### src/rtl/decision_making.sv
// Per-frame packet filter: parses Ethernet/IPv4/TCP/UDP header bytes from a passive
// AXI-stream tap and emits one registered pass/drop verdict per frame plus a drop count.
module decision_making #(
    parameter int          DATA_WIDTH    = 256,
    parameter int          KEEP_WIDTH    = DATA_WIDTH/8,
    parameter logic [31:0] BLOCKED_IP    = 32'h00000000,
    parameter logic [15:0] BLOCKED_PORT  = 16'h0000,
    parameter bit          DROP_NON_IPV4 = 1'b0
) (
    input  logic                  clk,
    input  logic                  rst,
    input  logic [DATA_WIDTH-1:0] data,
    input  logic [KEEP_WIDTH-1:0] data_keep,
    input  logic                  data_valid,
    input  logic                  data_last,
    output logic [31:0]           data_out
);

    localparam int BCW = $clog2(38/KEEP_WIDTH + 2);
    localparam int NH  = 10;
    // Frame byte offsets of every header byte the filter looks at.
    localparam int HDR_IDX [NH] = '{12, 13, 14, 23, 30, 31, 32, 33, 36, 37};

    typedef enum logic [1:0] {S_START, S_PARSE, S_SKIP} state_t;

    state_t          state, state_next;
    logic [BCW-1:0]  bcnt, bcnt_cur;
    logic [NH-1:0]   seen, seen_cur, hit;
    logic [7:0]      hdr     [NH];
    logic [7:0]      hdr_cur [NH];
    logic            active, decide, reached, drop;
    logic [2:0]      reason;
    logic            eth_known, l4_known, ip_known, port_known, ihl5;
    logic            is_ipv4, is_tcp, is_udp;
    logic [15:0]     ethertype, dest_port;
    logic [31:0]     dest_ip;
    logic            data_unused;

    // Only a handful of byte lanes are ever inspected.
    assign data_unused = ^{data, data_keep};

    // A fresh frame always starts counting from beat 0, regardless of stale state.
    assign bcnt_cur = (state == S_START) ? '0 : bcnt;
    assign active   = data_valid && (state != S_SKIP);

    genvar g;
    generate
        for (g = 0; g < NH; g++) begin : g_hdr
            assign hit[g]      = active && (bcnt_cur == BCW'(HDR_IDX[g] / KEEP_WIDTH))
                                 && data_keep[HDR_IDX[g] % KEEP_WIDTH];
            assign seen_cur[g] = hit[g] | ((state == S_PARSE) & seen[g]);
            assign hdr_cur[g]  = hit[g] ? data[(HDR_IDX[g] % KEEP_WIDTH)*8 +: 8] : hdr[g];
        end
    endgenerate

    assign eth_known  = seen_cur[0] & seen_cur[1];
    assign l4_known   = seen_cur[2] & seen_cur[3];
    assign ip_known   = &seen_cur[7:4];
    assign port_known = &seen_cur[9:8];
    assign ethertype  = {hdr_cur[0], hdr_cur[1]};
    assign dest_ip    = {hdr_cur[4], hdr_cur[5], hdr_cur[6], hdr_cur[7]};
    assign dest_port  = {hdr_cur[8], hdr_cur[9]};
    assign ihl5       = hdr_cur[2][3:0] == 4'd5;
    assign is_ipv4    = eth_known && (ethertype == 16'h0800);
    assign is_tcp     = is_ipv4 && l4_known && ihl5 && (hdr_cur[3] == 8'h06);
    assign is_udp     = is_ipv4 && l4_known && ihl5 && (hdr_cur[3] == 8'h11);

    assign reached = (eth_known && !is_ipv4)
                  || (is_ipv4 && l4_known && ip_known && !(is_tcp || is_udp))
                  || ((is_tcp || is_udp) && ip_known && port_known);
    assign decide  = active && (reached || data_last);

    always_comb begin
        drop   = 1'b0;
        reason = 3'd0;
        if (!reached) begin
            drop   = 1'b1;
            reason = 3'd4;
        end else if (!is_ipv4) begin
            drop   = DROP_NON_IPV4;
            reason = DROP_NON_IPV4 ? 3'd1 : 3'd0;
        end else if (BLOCKED_IP != 32'h0 && dest_ip == BLOCKED_IP) begin
            drop   = 1'b1;
            reason = 3'd2;
        end else if ((is_tcp || is_udp) && BLOCKED_PORT != 16'h0 && dest_port == BLOCKED_PORT) begin
            drop   = 1'b1;
            reason = 3'd3;
        end
    end

    always_comb begin
        state_next = state;
        if (data_valid) begin
            if (data_last)   state_next = S_START;
            else if (decide) state_next = S_SKIP;
            else             state_next = S_PARSE;
        end
    end

    always_ff @(posedge clk) begin
        if (rst) begin
            state    <= S_START;
            bcnt     <= '0;
            seen     <= '0;
            data_out <= '0;
            for (int i = 0; i < NH; i++) hdr[i] <= '0;
        end else begin
            state       <= state_next;
            data_out[0] <= decide;
            if (active) begin
                bcnt <= (bcnt_cur == '1) ? bcnt_cur : bcnt_cur + 1'b1;
                seen <= seen_cur;
                for (int i = 0; i < NH; i++) hdr[i] <= hdr_cur[i];
            end
            if (decide) begin
                data_out[7:1] <= {reason, is_udp, is_tcp, is_ipv4, drop};
                if (drop && data_out[31:16] != 16'hFFFF)
                    data_out[31:16] <= data_out[31:16] + 16'd1;
            end
        end
    end

endmodule

### config.mk
export PLATFORM = sky130hd
export DESIGN_NAME = decision_making
export DESIGN_NICKNAME = d
export VERILOG_FILES = /design/src/rtl/decision_making.sv
export SDC_FILE = /design/constraint.sdc
export NUM_CORES = 1
export LEC_CHECK = 0
export CORE_AREA = 2 2 127 129
export DETAILED_ROUTE_END_ITERATION = 12
export DIE_AREA = 0 0 129 131
export SYNTH_ARGS = -nofsm -noshare
export SYNTH_HDL_FRONTEND = slang
export SYNTH_SLANG_ARGS = --single-unit
### constraint.sdc
create_clock -name clk -period 4.35 [get_ports clk]
set_clock_uncertainty 0.2 [all_clocks]
set_input_delay 0.435 -clock clk [delete_from_list [all_inputs] [get_ports clk]]
set_output_delay 0.435 -clock clk [all_outputs]
set_load 0.02 [all_outputs]
* Word level (Yosys, flattened, before mapping) *
Memories as Yosys holds them, arrays and structs flattened.
Cells that the tools add are included.

word-level totals
  output and inout bits = 32
  logic and storage cells = 129
  RAM bits = 80
  register bits after elaboration = 38
  memories kept = 1

memories
  name  depth  bits a word  rd ports  clocked after Yosys merged registers in  wr ports  RTL line  source
  hdr   10     8            4         0                                        10        29        logic [7:0] hdr [NH];

operators by class
  equal/unequal tests = 15
  bitwise logic cells = 32
  $add $sub $neg = 2
  mux-type cells = 31
  reduce and logical (&&, ||, !) cells = 42

operator list
  kind                                                    number
  2-to-1 mux 8 bit                                        20
  logical AND 1 bit                                       25
  OR 1 bit                                                20
  adder 16 x 1 -> 16 bit (second input constant)          1
  equality test 16 x 12 -> 1 bit (second input constant)  1
  != test 16 bit (second input constant)                  1
  AND reduction 2 bit                                     8
  bitwise AND 1 bit                                       12
  equality test 8 x 3 -> 1 bit (second input constant)    1
  equality test 8 x 5 -> 1 bit (second input constant)    1
  2-to-1 mux 2 bit                                        4
  2-to-1 mux 1 bit                                        6
  != test 1 bit (second input constant)                   6
  equality test 2 x 1 -> 1 bit (second input constant)    2
  equality test 4 x 3 -> 1 bit (second input constant)    1
  logical NOT 2 bit                                       2
  logical OR 1 bit                                        4
  AND reduction 4 bit                                     1
  2-to-1 mux 3 bit                                        1
  adder 2 x 1 -> 2 bit (second input constant)            1
  equality test 2 bit (second input constant)             1
  logical NOT 1 bit                                       2
  != test 2 bit (second input constant)                   1

* Longest topological paths before layout *
Gate-level depths: netlist of the first run.

  depth after elaboration = 20
  gate-level depth with buffers = 10
  depth with buffers taken out = 8

* Least setup slack after synthesis of the first run *
OpenSTA, ideal clock, no wires.

  path type = input-to-reg
  from = in data_valid
  to = reg data_out[24]
  required time = 4.027 ns
  stages on the path = 9
  data arrival time = 2.693 ns
  path slack = 1.334 ns
  cell sequence = or3b_1 -> buf_2 -> a2111oi_0 -> o22ai_1 -> nor4_4 -> o31ai_4 -> a21oi_4 -> nand4_1 -> mux2_1

between the ends
  longest elaborated chain between the ends = 17

RTL lines
  what                                                                 RTL line    source
  start, declared                                                      14          input logic data_valid,
  logical AND 1 bit (*)                                                44          assign active = data_valid && (state != S_SKIP);
  logical AND 1 bit                                                    49          assign hit[g] = active && (bcnt_cur == BCW'(HDR_IDX[g] / KEEP_WIDTH))
  logical AND 1 bit                                                    50          && data_keep[HDR_IDX[g] % KEEP_WIDTH];
  2-to-1 mux 8 bit or OR 1 bit (tied branches)                         52, 51
  equality test 16 x 12 -> 1 bit or bitwise AND 1 bit (tied branches)  64, 56
  logical AND 1 bit                                                    64          assign is_ipv4 = eth_known && (ethertype == 16'h0800);
  logical AND 1 bit                                                    65, 66, 69
  logical AND 1 bit                                                    65, 66
  logical AND 1 bit, on equally long branches                          65, 66
  logical OR 1 bit                                                     -
  logical NOT 1 bit                                                    69          || (is_ipv4 && l4_known && ip_known && !(is_tcp || is_udp))
  logical AND 1 bit                                                    69
  logical OR 1 bit                                                     69
  logical OR 1 bit                                                     70          || ((is_tcp || is_udp) && ip_known && port_known);
  2-to-1 mux 1 bit or logical OR 1 bit (tied branches)                 76, 71
  logical AND 1 bit, on equally long branches                          117, 71
  AND reduction 2 bit (no source line) (*)                             -
  end signal, assigned                                                 118         data_out[31:16] <= data_out[31:16] + 16'd1;
  end, declared                                                        16          output logic [31:0] data_out

Mark *: on every way between the ends. The rest lies on a longest branch, timed or not.
A chain may end at the register's enable or synchronous reset.

* Worst setup path in the final report of the first run *
Same ends and word-level chain as after synthesis.

==> results.yml, run 1 <==
critical_path:
  reg2reg_to: "data_out[24]$_SDFFE_PP0P_"
  critPathKind: "input port to register"
  endpoint_kind: "register"
  startpoint: "data_valid"
  timing.rr.start: "state[0]$_SDFFE_PP0P_"
  timing.critical_path.from_type: "input port"
  r2r_cells: 8
  cp-endpoint: "data_out[24]$_SDFFE_PP0P_"
  critPathArrivalTime_ns: 3.72
  critPathMaxFanout: 11
  cp.required_ns: 4.38
  ff2ff_setup_slack_ns: 0.98
synth:
  ys_seq_elements: 63
  synthCells: 365
  syn_area_um2: 3502
  synth_cell_type_count: 55
  synth_ff_type: "dfxtp_1"
  yosysWarningCount: 0
  async_reset_ff_share_pct: 0
  synth_edf_count: 28
  synth_area_per_cell_um2: 9.595
  ys_seq_area_share_pct: 44.02
finish:
  area_growth_pct: 34.30
  ff_latch_area_um2: 1541
  utilization_pct: 30.15
  fillers: 1641
  finalNetCount: 723
  multi_input_area_um2: 1802
  final_area_um2: 4703
  drive_gt1_share_pct: 9.195
  diodes: 0
drt:
  wl_per_cell_um: 14.05
  wl_um: 9147
  vias: 2991
  viasPerCell: 4.594
  drcViolationCount: 0
  ant_nets: 0
  initialDrtViolationCount: 235
  drt-pass1-iter-count: 4
hold_path:
  hp-class: "register to register"
floorplan:
  die_h_um: 131
  die_area_um2: 16900
  initial_core_util_pct: 22.45
  rows: 46
  ioPinCount: 324
  die_x_um: 129
  core-area_um2: 15600
timing:
  setup_viol: 0
  hold_slack_ns: 0.2674
  max_slew.worst_pin.slew_ns: 0.7612
  rsz0062_at_grt: "false"
  finalMaxSlewViolations: 0
  hold_viol: 0
  tns_ns: 0
  finalCritPeriodShare_pct: 84.90
  layout_min_cycle_time_ns: 3.693
  clock.fmax_ghz: 0.2708
  slew_headroom_pct: 48.91
power_and_ir_drop:
  ir_drop_mv: 0.2064
  leakage_nw: 1.794
  p_per_area_nw_per_um2: 358.6
clocking:
  cts_resized: 0
  post-cts-setup-buffer-count: 0
  holdBufCountCts: 0
  clockRootBuffer: "clkbuf_16"
  clk_pin_slew_ns: 0.06
  numCtsBuffers: 9
  clk_path_buf_depth: 2
  clock_sinks: 63
  h-tree-depth: 3
  clk_latency_ns: 0.34
  cts_tree: "done"
placed_design:
  port_buffers: 63
  place_hpwl_um: 6931
  place_area_um2: 4360
  globalplace.congestion: 0.8097
global_route:
  antenna_found_initial: 0
  grt_max_degree: 36
  grt_pass1_wl_um: 14860
  grt-ovfl-total: 0
  grt_usage_pct: 11.24
  grt_pass1_vias: 2905
outcome:
  status: "complete, no violations"
run:
  max-cap-violations: 0
cell usage in the layout (no fill, tap or decap), types with 3 or more instances in the layout:
cell type and instances:
a2111oi_0 7, a21oi_1 23, a22oi_1 6, and2_1 4
and3_1 7, buf_4 12, clkbuf_16 11, clkdlybuf4s50_1 63
conb_1 10, dfxtp_1 35, edfxtp_1 28, inv_1 7
mux2_1 4, mux2_2 3, mux2i_1 32, nand2_1 23
nand2b_1 3, nand3_1 8, nand3b_1 3, nand4_1 10
nor2_1 47, nor2b_1 10, nor3_1 7, nor4_1 3
nor4bb_1 5, o21ai_0 10, o21ai_1 4, or3_1 5
or4_1 3
worst min path at each step:
stage | from | endpoint | cells past startpoint
CTS | seen[0]$_SDFFE_PP0N_ | seen[0]$_SDFFE_PP0N_ | 2
global route | seen[0]$_SDFFE_PP0N_ | seen[0]$_SDFFE_PP0N_ | 2
floorplan | seen[0]$_SDFFE_PP0N_ | seen[0]$_SDFFE_PP0N_ | 2
detailed placement | seen[0]$_SDFFE_PP0N_ | seen[0]$_SDFFE_PP0N_ | 2
finish | seen[0]$_SDFFE_PP0N_ | seen[0]$_SDFFE_PP0N_ | 2
global placement | seen[0]$_SDFFE_PP0N_ | seen[0]$_SDFFE_PP0N_ | 2
critical path: stages:
cell             delay [ns]
clkdlybuf4s50_1        0.60
and4bb_2               0.39
o21ai_1                0.60
mux2i_1                0.26
nor4_4                 0.38
o31ai_4                0.21
a21oi_4                0.36
nand4_1                0.15
mux2_1                 0.32
routing by layer:
metal	track usage, %	vias to the layer above	part of all wire [%]
met2	18.24	84	47
met3	3.420	10	6.2
met5	0	-	0
met1	14.23	1427	45
li1	-	1470	-
met4	3.964	0	1.3
through the flow:
stage / worst slack, ns / total power, mW / std cells
2_1_floorplan: 1.334 / 0.8004 / 374
6_report: 0.6569 / 1.686 / 651
4_1_cts: 0.6463 / 1.704 / 651
3_5_place_dp: 0.2853 / 0.8819 / 635
3_3_place_gp: 0.3349 / 0.8764 / 635
5_1_grt: 0.4149 / 1.750 / 651
cell usage after synthesis, types with 4 or more instances:
cell type,count,share of area [%]
a2111oi_0,7,1.8
a21oi_1,23,3.3
a22oi_1,6,1.3
and2_1,4,0.71
and3_1,7,1.3
buf_2,4,0.57
buf_4,11,2.4
clkbuf_1,14,1.5
dfxtp_1,35,20
edfxtp_1,28,24
inv_1,7,0.75
mux2_1,4,1.3
mux2i_1,32,9.1
nand2_1,23,2.5
nand3_1,8,1.1
nand4_1,10,1.8
nor2_1,47,5.0
nor2b_1,10,1.8
nor3_1,7,1.0
nor4bb_1,5,1.4
o21ai_0,11,1.6
or3_1,5,0.89
sequential cells by signal (all words and copies together) (netlist names):
name	count
bcnt	2
data_out	21
hdr	28
seen	10
state	2
cell families (layout without fill, tap and decap cells):
family | Yosys count | after routing | share of synthesized area [%]
and+or+nand+nor | 152 | 152 | 24.33
AOI/OAI and AO/OA | 68 | 68 | 13.29
DFF | 63 | 63 | 44.02
muxes | 39 | 39 | 11.40
buffers and inverters | 37 | 98 | 5.502
xor gates and xnor gates | 4 | 4 | 1.001
adders and majority gates | 1 | 1 | 0.3572
other | 1 | 10 | 0.1071
area by class of cell:
type                            instances  share of cell area [%]
Inverter                                7                  0.5587
Sequential cell                        63                   32.77
Timing Repair Buffer                   75                   15.32
Tap cell                              216                   5.746
Clock inverter                          5                   1.437
Clock buffer                           11                   5.853
Multi-Input combinational cell        274                   38.31
power breakdown:
group / internal (mW) / total [mW] / switching, mW
combinational: 0.0925 / 0.200 / 0.108
clock: 0.522 / 0.817 / 0.295
sequential: 0.649 / 0.669 / 0.0194
total: 1.26 / 1.69 / 0.422
(Power assumes the default switching activity.)
==> run 2, diff against run 1 <==
CORE_AREA = 2 2 126 128   (was 2 2 127 129)
DIE_AREA = 0 0 128 130   (was 0 0 129 131)
PLACE_DENSITY = 0.66   (was default)
clock period = 3 ns   (was 4.35 ns; I/O delays follow)
==> run 2 against run 1 <==
Worst hold slack lost 0.012 ns; sequential cell count is the same; sequential power grew 45%; die area shrank 1.5%; core utilization grew 2.4 points; non-clock buffer count grew 30; sequential share of layout area shrank 2.0 points; wire length grew 9.7%; worst setup slack lost 0.63 ns; critical path depth is the same; via count grew 6.9%; combinational power grew 80%.
==> results.yml, run 2 (synthesis results as in run 1) <==
outcome:
  status: "complete, no violations"
timing:
  hold_viol: 0
  hold_slack_ns: 0.2553
  clock.fmax_ghz: 0.3367
  finalMaxSlewViolations: 0
  slew_headroom_pct: 47.03
  setup_viol: 0
  max_slew.worst_pin.slew_ns: 0.7893
  layout_min_cycle_time_ns: 2.970
  finalCritPeriodShare_pct: 98.99
power_and_ir_drop:
  power.total_mw: 2.390
  leakage_nw: 1.970
  p_per_area_nw_per_um2: 475.2
  ir_drop_mv: 0.3227
finish:
  final_common_cell: "clkdlybuf4s50_1"
  finalNetCount: 753
  largest_reg_flops: 28
  area_growth_pct: 43.59
  reg_top3: "hdr: 28 flops, data_out: 21 flops, seen: 10 flops"
  diodes: 0
  mostFrequentLayoutCells: "clkdlybuf4s50_1, nor2_1, buf_4, mux2i_1, dfxtp_1"
  top_register: "hdr"
  drive_gt1_share_pct: 19.35
floorplan:
  die_x_um: 128
  die_area_um2: 16640
  ioPinCount: 324
  core-area_um2: 15420
  rows: 46
  die_h_um: 130
  initial_core_util_pct: 22.70
critical_path:
  timing.rr.start: "bcnt[0]$_SDFFE_PP0N_"
  path_cells: "and4bb_4 -> buf_4 -> a2111oi_4 -> o22ai_2 -> nor4_4 -> o31ai_4 -> a21o_4 -> or3_1 -> a21oi_1"
  crit_slowest_cell: "dfxtp_1"
  startpoint: "bcnt[0]$_SDFFE_PP0N_"
  cp.required_ns: 3.05
  critPathArrivalTime_ns: 3.02
  crit_family: "compound AO/OA/AOI/OAI gates"
  critPathMaxFanout: 8
  critPathKind: "register to register"
  worst-path-buf-inv: 1
  slowest_delay_ns: 0.40
  endpoint_kind: "register"
  timing.critical_path.from_type: "register"
drt:
  wl_um: 10040
  drcViolationCount: 0
  drt-pass1-iter-count: 5
  vias: 3197
  viasPerCell: 4.866
  wl_per_cell_um: 15.27
  ant_nets: 0
  initialDrtViolationCount: 247
global_route:
  grtUsageMet3_pct: 2.460
  grt_use_met1_pct: 14.55
  antenna_found_initial: 0
  grt-ovfl-total: 0
  met2_usage_pct: 21.42
  top_usage_layer: "met2"
  grt_usage_pct: 12.12
  grt_max_degree: 29
  grt_pass1_wl_um: 15800
  grt_pass1_vias: 3216
clocking:
  cts_tree: "done"
  numCtsBuffers: 9
  h-tree-depth: 3
  clockRootBuffer: "clkbuf_16"
  clk_pin_slew_ns: 0.05
  clock_sinks: 63
  clk_latency_ns: 0.34
  clk_path_buf_depth: 2
hold_path:
  hp-start: "seen[0]$_SDFFE_PP0N_"
  hp-class: "register to register"
run:
  max-cap-violations: 0
placed_design:
  port_buffers: 63
  globalplace.congestion: 0.8365
  place_hpwl_um: 7431
## run 2: where the power goes
group	switching [mW]	internal, mW	total, mW
combinational	0.184	0.176	0.360
sequential	0.0309	0.943	0.973
clock	0.411	0.644	1.06
## run 2: layout make-up
cell class | instances | area (um2)
multi-input combinational | 274 | 1971
fill | 1580 | 10400
sequential | 63 | 1545
tap | 192 | 240.2
clock buffer | 9 | 225.2
timing repair buffer | 105 | 952.2
inverter | 7 | 26.28
clock inverter | 7 | 68.82
## run 2: worst reg2reg max path, delay by kind of cell, from the launching register on
family                 cells  cell delay (ns)
DFF                        1             0.40
buffers and inverters      1             0.17
and+or+nand+nor            3             0.99
AOI/OAI and AO/OA          5             1.12
## run 2: layer usage
layer	routed length, um	vias up
li1	-	1520
met1	4289	1554
met2	4977	103
met3	546	20
met4	223	0
met5	0	-
## run 2: through the flow
stage	cells	instance area [um2]	util [%]	worst slack [ns]	setup TNS [ns]
final	657	5029	32.60	0.03030	0
after global routing	657	5029	32.60	-0.05617	-0.3286
after CTS	657	4906	31.81	-0.01970	-0.01970
after detailed placement	639	4541	29.44	-0.5968	-10.73
after global placement	639	4541	29.44	-0.4047	-6.680
after floorplan	374	3536	-	0.0001326	0
## run 2: worst paths after layout
| kind | to | slack, ns | cells past startpoint |
|---|---|---|---|
| hold / removal | seen[0]$_SDFFE_PP0N_ | 0.26 | 2 |
| setup reg to reg | data_out[25]$_SDFFE_PP0P_ | 0.03 | 9 |
| hold reg to reg | seen[0]$_SDFFE_PP0N_ | 0.26 | 2 |
| setup / recovery | data_out[25]$_SDFFE_PP0P_ | 0.03 | 9 |
## run 2: what timing repair did
item,4_1_cts,5_1_grt
hold buffers,0,0
setup endpoints to repair,19,20
gates cloned,0,0
gates resized for setup,14,24
endpoints found under the hold margin,0,0
buffers inserted,2,0
pin swaps,6,6
